**config.mk**
```make
export PLATFORM = sky130hd
export DESIGN_NAME = mem_bus_arbiter_flat
export DESIGN_NICKNAME = d
export VERILOG_FILES = /design/src/rtl/mem_arb_pkg.sv /design/src/rtl/mem_bus_arbiter_if.sv /design/src/rtl/arb_wait_timer.sv /design/src/rtl/mem_bus_arbiter.sv /design/src/flat_wrapper.sv
export SDC_FILE = /design/constraint.sdc
export NUM_CORES = 1
export LEC_CHECK = 0
export ABC_AREA = 1
export CAP_MARGIN = 20
export CORE_AREA = 2 2 103 105
export DETAILED_ROUTE_END_ITERATION = 6
export DIE_AREA = 0 0 105 107
export DONT_BUFFER_PORTS = 1
export HOLD_SLACK_MARGIN = 0.08
export PLACE_DENSITY = 0.53
export SETUP_SLACK_MARGIN = 0.5
export SYNTH_ARGS = -nofsm -noshare
export SYNTH_HDL_FRONTEND = slang
export SYNTH_HIERARCHICAL = 1
export SYNTH_SLANG_ARGS = --single-unit
```
**constraint.sdc**
```tcl
create_clock -name clk -period 1.75 [get_ports clk]
set_input_delay 0.35 -clock clk [delete_from_list [all_inputs] [get_ports clk]]
set_output_delay 0.35 -clock clk [all_outputs]
set_load 0.02 [all_outputs]
```
**src/rtl/mem_arb_pkg.sv**
```systemverilog
// Package: mem_arb_pkg
// Shared types and helpers for the instruction/data RAM port arbiter.
//   arb_state_t  : transaction sequencer states (IDLE, IBUSY, DBUSY)
//   GRANT_I/D    : encoding of the grant / address-mux select
//   fixed_grant  : D-over-I priority pick
//   rr_grant     : alternating pick used when both requesters contend
package mem_arb_pkg;

    typedef enum logic [1:0] {
        IDLE,
        IBUSY,
        DBUSY
    } arb_state_t;

    localparam logic GRANT_I = 1'b0;
    localparam logic GRANT_D = 1'b1;

    // Data side always wins when it is requesting.
    function automatic logic fixed_grant(input logic dreq);
        return dreq ? GRANT_D : GRANT_I;
    endfunction

    // On contention the side that was not served last wins; a lone request
    // is granted directly.
    function automatic logic rr_grant(input logic ireq, input logic dreq,
                                      input logic last_grant);
        if (ireq && dreq) begin
            return ~last_grant;
        end
        return dreq ? GRANT_D : GRANT_I;
    endfunction

endpackage

```
**src/rtl/mem_bus_arbiter_if.sv**
```systemverilog
// Interface: mem_bus_arbiter_if
// Bundles the fetch/LSU request side and the RAM side of the shared memory port.
//   Requests : iren, iaddr, dren, dwen, daddr, dstore
//   Responses: ihit, iload, dhit, dload, bus_err, mux_sel
//   RAM      : ram_ren, ram_wen, ramaddr, ramstore (to RAM); ram_ready, ramload (from RAM)
// Modports:
//   master : the arbiter, which owns the RAM strobes and the hit responses
//   slave  : the environment (fetch stage, LSU and RAM model)
interface mem_bus_arbiter_if #(
    parameter int unsigned ADDR_W = 32,
    parameter int unsigned DATA_W = 32
);

    logic              iren;
    logic [ADDR_W-1:0] iaddr;
    logic              dren;
    logic              dwen;
    logic [ADDR_W-1:0] daddr;
    logic [DATA_W-1:0] dstore;
    logic              ram_ready;
    logic [DATA_W-1:0] ramload;

    logic              ram_ren;
    logic              ram_wen;
    logic [ADDR_W-1:0] ramaddr;
    logic [DATA_W-1:0] ramstore;
    logic              mux_sel;
    logic              ihit;
    logic [DATA_W-1:0] iload;
    logic              dhit;
    logic [DATA_W-1:0] dload;
    logic              bus_err;

    modport master (
        input  iren, iaddr, dren, dwen, daddr, dstore, ram_ready, ramload,
        output ram_ren, ram_wen, ramaddr, ramstore, mux_sel,
               ihit, iload, dhit, dload, bus_err
    );

    modport slave (
        output iren, iaddr, dren, dwen, daddr, dstore, ram_ready, ramload,
        input  ram_ren, ram_wen, ramaddr, ramstore, mux_sel,
               ihit, iload, dhit, dload, bus_err
    );

endinterface

```
**src/rtl/arb_wait_timer.sv**
```systemverilog
// Module: arb_wait_timer
// Watchdog counter for RAM wait states.
//   clk, rst_n : clock, asynchronous active-low reset
//   clear      : restart the count (asserted on entry to a busy state)
//   inc        : one more busy cycle without ram_ready
//   expired    : the current stall cycle is the TIMEOUT_CYC-th one
module arb_wait_timer #(
    parameter int unsigned TIMEOUT_CYC = 255
) (
    input  logic clk,
    input  logic rst_n,
    input  logic clear,
    input  logic inc,
    output logic expired
);

    localparam int unsigned CNT_W = $clog2(TIMEOUT_CYC + 1);

    logic [CNT_W-1:0] cnt_q, cnt_d;

    // Saturates so a stuck inc can never wrap back below the threshold.
    always_comb begin
        cnt_d = cnt_q;
        if (clear) begin
            cnt_d = '0;
        end else if (inc && (cnt_q != CNT_W'(TIMEOUT_CYC))) begin
            cnt_d = cnt_q + 1'b1;
        end
    end

    always_ff @(posedge clk or negedge rst_n) begin
        if (!rst_n) begin
            cnt_q <= '0;
        end else begin
            cnt_q <= cnt_d;
        end
    end

    // cnt_q already holds the stalls seen so far; one more stall reaches the limit.
    assign expired = (cnt_q == CNT_W'(TIMEOUT_CYC - 1));

endmodule

```
**src/rtl/mem_bus_arbiter.sv**
```systemverilog
// Module: mem_bus_arbiter
// Shares the single RAM port between instruction fetch (I) and data access (D).
// A grant is registered from IDLE, the address/store/op are latched, and the
// access runs in IBUSY or DBUSY until ram_ready (hit) or the wait watchdog fires
// (sticky bus_err, no hit). One IDLE cycle always separates transactions.
// Ports:
//   clk, rst_n : clock, asynchronous active-low reset
//   bus        : mem_bus_arbiter_if.master (requests, RAM strobes, hits, bus_err)
// Parameters: ADDR_W, DATA_W, TIMEOUT_CYC (>= 2)
// Build option: ARB_ROUND_ROBIN_EN selects alternating grant on contention
//   (last_grant register, reset to D); otherwise fixed D-over-I priority.
module mem_bus_arbiter
    import mem_arb_pkg::*;
#(
    parameter int unsigned ADDR_W      = 32,
    parameter int unsigned DATA_W      = 32,
    parameter int unsigned TIMEOUT_CYC = 255
) (
    input logic               clk,
    input logic               rst_n,
    mem_bus_arbiter_if.master bus
);

    arb_state_t        state_q, state_d;
    logic              mux_sel_q, mux_sel_d;
    logic              op_ren_q, op_ren_d;
    logic              op_wen_q, op_wen_d;
    logic [ADDR_W-1:0] addr_q, addr_d;
    logic [DATA_W-1:0] store_q, store_d;
    logic              bus_err_q, bus_err_d;

    logic ireq, dreq, grant;
    logic timer_clear, timer_inc, timer_expired;
    logic ren, wen, ihit, dhit;

    assign ireq = bus.iren;
    assign dreq = bus.dren | bus.dwen;

`ifdef ARB_ROUND_ROBIN_EN
    logic last_grant_q, last_grant_d;

    assign grant = rr_grant(ireq, dreq, last_grant_q);

    always_ff @(posedge clk or negedge rst_n) begin
        if (!rst_n) begin
            last_grant_q <= GRANT_D;
        end else begin
            last_grant_q <= last_grant_d;
        end
    end

    always_comb begin
        last_grant_d = last_grant_q;
        if ((state_q == IDLE) && (ireq || dreq)) begin
            last_grant_d = grant;
        end
    end
`else
    assign grant = fixed_grant(dreq);
`endif

    arb_wait_timer #(
        .TIMEOUT_CYC (TIMEOUT_CYC)
    ) u_wait_timer (
        .clk     (clk),
        .rst_n   (rst_n),
        .clear   (timer_clear),
        .inc     (timer_inc),
        .expired (timer_expired)
    );

    always_comb begin
        state_d     = state_q;
        mux_sel_d   = mux_sel_q;
        op_ren_d    = op_ren_q;
        op_wen_d    = op_wen_q;
        addr_d      = addr_q;
        store_d     = store_q;
        bus_err_d   = bus_err_q;
        timer_clear = 1'b0;
        timer_inc   = 1'b0;
        ren         = 1'b0;
        wen         = 1'b0;
        ihit        = 1'b0;
        dhit        = 1'b0;

        unique case (state_q)
            IDLE: begin
                if (ireq || dreq) begin
                    mux_sel_d   = grant;
                    timer_clear = 1'b1;
                    // Inline 2:1 mux on the new select value; latched for the whole access.
                    addr_d  = (mux_sel_d == GRANT_D) ? bus.daddr : bus.iaddr;
                    store_d = (mux_sel_d == GRANT_D) ? bus.dstore : '0;
                    // A D request with dwen set is a write even if dren is also high.
                    op_wen_d = (mux_sel_d == GRANT_D) && bus.dwen;
                    op_ren_d = ~op_wen_d;
                    state_d  = (mux_sel_d == GRANT_D) ? DBUSY : IBUSY;
                end
            end
            IBUSY, DBUSY: begin
                ren = op_ren_q;
                wen = op_wen_q;
                // ram_ready takes precedence over a timeout landing on the same cycle.
                if (bus.ram_ready) begin
                    ihit    = (state_q == IBUSY);
                    dhit    = (state_q == DBUSY);
                    state_d = IDLE;
                end else if (timer_expired) begin
                    bus_err_d = 1'b1;
                    state_d   = IDLE;
                end else begin
                    timer_inc = 1'b1;
                end
            end
            default: begin
                state_d = IDLE;
            end
        endcase
    end

    always_ff @(posedge clk or negedge rst_n) begin
        if (!rst_n) begin
            state_q   <= IDLE;
            mux_sel_q <= GRANT_D;
            op_ren_q  <= 1'b0;
            op_wen_q  <= 1'b0;
            addr_q    <= '0;
            store_q   <= '0;
            bus_err_q <= 1'b0;
        end else begin
            state_q   <= state_d;
            mux_sel_q <= mux_sel_d;
            op_ren_q  <= op_ren_d;
            op_wen_q  <= op_wen_d;
            addr_q    <= addr_d;
            store_q   <= store_d;
            bus_err_q <= bus_err_d;
        end
    end

    assign bus.ram_ren  = ren;
    assign bus.ram_wen  = wen;
    assign bus.ramaddr  = addr_q;
    assign bus.ramstore = store_q;
    assign bus.mux_sel  = mux_sel_q;
    assign bus.ihit     = ihit;
    assign bus.dhit     = dhit;
    assign bus.iload    = bus.ramload;
    assign bus.dload    = bus.ramload;
    assign bus.bus_err  = bus_err_q;

endmodule
```
**src/flat_wrapper.sv**
```systemverilog
// flat-port wrapper written by rule: the top's interface ports become plain ports
module mem_bus_arbiter_flat import mem_arb_pkg::*;
#(
    parameter int unsigned ADDR_W      = 32,
    parameter int unsigned DATA_W      = 32,
    parameter int unsigned TIMEOUT_CYC = 255
)
  (clk, rst_n, bus_iren, bus_iaddr, bus_dren, bus_dwen, bus_daddr, bus_dstore, bus_ram_ready, bus_ramload, bus_ram_ren, bus_ram_wen, bus_ramaddr, bus_ramstore, bus_mux_sel, bus_ihit, bus_iload, bus_dhit, bus_dload, bus_bus_err);
  mem_bus_arbiter_if #(.ADDR_W(ADDR_W), .DATA_W(DATA_W)) bus_i ();
  input logic clk;
  input logic rst_n;
  input wire logic [$bits(bus_i.iren)-1:0] bus_iren;
  input wire logic [$bits(bus_i.iaddr)-1:0] bus_iaddr;
  input wire logic [$bits(bus_i.dren)-1:0] bus_dren;
  input wire logic [$bits(bus_i.dwen)-1:0] bus_dwen;
  input wire logic [$bits(bus_i.daddr)-1:0] bus_daddr;
  input wire logic [$bits(bus_i.dstore)-1:0] bus_dstore;
  input wire logic [$bits(bus_i.ram_ready)-1:0] bus_ram_ready;
  input wire logic [$bits(bus_i.ramload)-1:0] bus_ramload;
  output wire logic [$bits(bus_i.ram_ren)-1:0] bus_ram_ren;
  output wire logic [$bits(bus_i.ram_wen)-1:0] bus_ram_wen;
  output wire logic [$bits(bus_i.ramaddr)-1:0] bus_ramaddr;
  output wire logic [$bits(bus_i.ramstore)-1:0] bus_ramstore;
  output wire logic [$bits(bus_i.mux_sel)-1:0] bus_mux_sel;
  output wire logic [$bits(bus_i.ihit)-1:0] bus_ihit;
  output wire logic [$bits(bus_i.iload)-1:0] bus_iload;
  output wire logic [$bits(bus_i.dhit)-1:0] bus_dhit;
  output wire logic [$bits(bus_i.dload)-1:0] bus_dload;
  output wire logic [$bits(bus_i.bus_err)-1:0] bus_bus_err;
  assign bus_i.iren = bus_iren;
  assign bus_i.iaddr = bus_iaddr;
  assign bus_i.dren = bus_dren;
  assign bus_i.dwen = bus_dwen;
  assign bus_i.daddr = bus_daddr;
  assign bus_i.dstore = bus_dstore;
  assign bus_i.ram_ready = bus_ram_ready;
  assign bus_i.ramload = bus_ramload;
  assign bus_ram_ren = bus_i.ram_ren;
  assign bus_ram_wen = bus_i.ram_wen;
  assign bus_ramaddr = bus_i.ramaddr;
  assign bus_ramstore = bus_i.ramstore;
  assign bus_mux_sel = bus_i.mux_sel;
  assign bus_ihit = bus_i.ihit;
  assign bus_iload = bus_i.iload;
  assign bus_dhit = bus_i.dhit;
  assign bus_dload = bus_i.dload;
  assign bus_bus_err = bus_i.bus_err;
  mem_bus_arbiter #(.ADDR_W(ADDR_W), .DATA_W(DATA_W), .TIMEOUT_CYC(TIMEOUT_CYC)) u_core (.clk(clk), .rst_n(rst_n), .bus(bus_i));
endmodule
```
==> key figures <==
Global routing
  • Overall Global Routing Usage: 0.173
  • GRT Residual Overflow: 0
  • Largest net degree at the start of global routing: 79
  • Initial antenna violation count: 0
  • Global-route wire length before repair: 15300 µm
  • Vias in the first global route: 3144

Yosys
  • Mapped Avg Cell Area: 7.45 µm²
  • Number of library cell types mapped by synthesis: 23
  • Post-Syn Nets: 697
  • Ys Warns: 6
  • Mapped Area: 4160 µm²
  • Post-synthesis sequential area ratio: 0.470
  • Gate Count Post-Synth: 558
  • Yosys reg bits: 78

STA
  • Unrepaired setup endpoints after global routing: true
  • Final hold violations: 78
  • Final Hold Slack: -0.310 ns
  • Clock skew: 0.00555 ns
  • Setup violations, final: 0
  • Highest clock rate: 0.609 GHz
  • Pins Over Slew Limit: 0
  • TNS Setup: 0 ns
  • Period utilization: 0.938
  • Final min period: 1.64 ns
  • Slew headroom: 0.775
  • Worst slew pin tran: 0.337 ns

Layout
  • Syn-to-layout area delta: 15.0%
  • N_diodes: 0
  • Fin util: 0.474
  • Layout net count: 666
  • Final instance area: 4780 µm²
  • Filler cells: 1005
  • Share of cells above drive strength 1: 0.241

Power and ir drop
  • Max VDD drop: 0.640 mV
  • Final Power: 9040 µW
  • Power Density: 1890 nW/µm²
  • P_leak: 0.00261 µW

Place
  • Final GP Congestion: 0.766
  • Port bufs: 0
  • HPWL after DPL: 6360 µm
  • Placed Instance Area: 3840 µm²

Floorplan
  • Die Height: 107 µm
  • Ports: 268
  • Total core area: 10100 µm²
  • # rows: 37
  • Die area: 11200 µm²
  • Die X: 105 µm
  • Initial Util: 0.412

Route
  • Number of remaining DRC errors: 0
  • Final wirelength: 10700 µm
  • ANT nets after route: 0
  • Via density: 4.74
  • Routed wire per std cell: 16.0 µm
  • Vias post-DR: 3167
  • Starting DRT DRC Count: 134
  • Drt first pass iters: 4

Clocking
  • Clock slew at reported path FFs: 0.08 ns
  • Num CTS Buffers: 9
  • Clk_lat worst skew: 0.35 ns
  • Clock Path Buffers: 2
  • CTS tree: built
  • Clock Sink Count: 78
  • H-tree depth: 3
  • Root Driver: clkbuf_8

Critical path
  • CP startpoint kind: flop
  • Setup crit end kind: output port
  • Arrival time worst endpoint: 1.29 ns
  • Worst path max stage delay: 0.37 ns
  • CP max FO: 4
  • Worst path slowest cell: dfrtp_1
  • Worst R2R Start: u_core/state_q[0]
  • CP startpoint: u_core/state_q[0]
  • CP delay by family, top: flip-flops
  • Crit-path cells: inv_2 -> ha_4 -> nand2_4 -> nor2_4
  • Worst path buffer plus inverter count: 1
  • Data required time of the critical path: 1.40 ns
  • Kind of critical path: flop to output port

Run
  • Max-cap violations: 0

Outcome
  • Status: finished with violations
  • Failing checks: hold timing

Hold path
  • Worst hold path class: primary input to asynchronous set/reset pin
power by group:
part / leakage (µW) / switching (µW) / total (µW) / internal, µW
Combinational: 0.00153 / 1820 / 3400 / 1580
Clock: 0.000110 / 669 / 1510 / 846
Sequential: 0.000975 / 1550 / 4130 / 2580
Total: 0.00261 / 4030 / 9040 / 5010
sequential cells by signal (all words and copies together) (netlist names):
name and count:
u_core/bus.ramaddr 32, u_core/bus.ramstore 32, u_core/u_wait_timer/cnt_q 8, u_core/state_q 2, u_core/bus.bus_err 1, u_core/bus.mux_sel 1
u_core/op_ren_q 1, u_core/op_wen_q 1
worst paths after layout:
| kind | to | slack, ns | cells after the start |
|---|---|---|---|
| worst max-delay path | bus_dhit | 0.11 | 4 |
| worst min-delay path | u_core/u_wait_timer/cnt_q[1] | -0.31 | 0 |
| worst min register to register | u_core/op_ren_q | 0.52 | 2 |
| min in group clk | u_core/op_ren_q | 0.10 | 1 |
| worst max register to register | u_core/u_wait_timer/cnt_q[7] | 0.30 | 10 |
| max in group asynchronous | u_core/bus.mux_sel | 1.86 | 0 |
synth_stat cells (all sizes together):
| cell type | count | area share |
|---|---|---|
| dfstp | 1 | 0.0063 |
| nand3 | 8 | 0.0096 |
| dfrtp | 77 | 0.46 |
| inv | 19 | 0.017 |
| ha | 5 | 0.015 |
| nand4 | 3 | 0.0045 |
| o21ai | 3 | 0.0036 |
| a31o | 1 | 0.0021 |
| clkinv | 2 | 0.0030 |
| buf | 83 | 0.14 |
| nor2 | 16 | 0.019 |
| a21oi | 1 | 0.0012 |
| nand2 | 336 | 0.31 |
| xor2 | 3 | 0.0063 |
through the flow:
stage	cells	setup WS, ns
5_1_grt	668	0.0558
3_3_place_gp	617	0.227
3_5_place_dp	617	0.197
6_report	668	0.109
4_1_cts	649	0.0992
2_1_floorplan	558	0.352
layout make-up:
class	count	area [µm²]	share of cell area
clock buffers	11	141	0.0296
clock inverters	5	81.3	0.0170
inverters	21	108	0.0225
multi-input cells	376	1780	0.373
flip-flops and latches	78	1950	0.409
well taps	136	170	0.0356
repair buffers	39	528	0.110
repair inverters	2	15.0	0.00314
placed cells by master, fill, tap and decap left out, types with 7 or more instances in the layout:
cell type / netlist / layout
nand3_1: 8 / 7
buf_4: 64 / 21
inv_2: 3 / 8
clkbuf_16: 0 / 7
nor2_1: 13 / 10
nand2_2: 4 / 29
inv_1: 16 / 8
dfrtp_1: 77 / 76
nand2_1: 331 / 292
clkbuf_8: 0 / 10
nand2_4: 1 / 14
layer usage:
layer,global-route usage,routed length [µm],vias up
met5,0,0,-
met3,0.0626,920,23
met1,0.206,4390,1439
met4,0.0571,140,0
li1,-,-,1553
met2,0.291,5220,152
repair_timing:
| item | CTS | global route |
|---|---|---|
| setup buffers | 15 | 7 |
| resized for setup | 20 | 75 |
| endpoints found under the setup margin | 58 | 81 |
| hold endpoints to repair | 78 | 78 |
| cloned | 1 | 12 |
| pin swaps | 6 | 26 |
logic make-up after synthesis:
logic type                 count (synthesis)  synth area share
DFF                                       78             0.470
adders and majority gates                  5            0.0150
AOI/OAI and AO/OA                          5           0.00692
xor gates and xnor gates                   3           0.00632
buffers and inverters                    104             0.162
and+or+nand+nor                          363             0.340
Power figures use the tool's default switching activity.
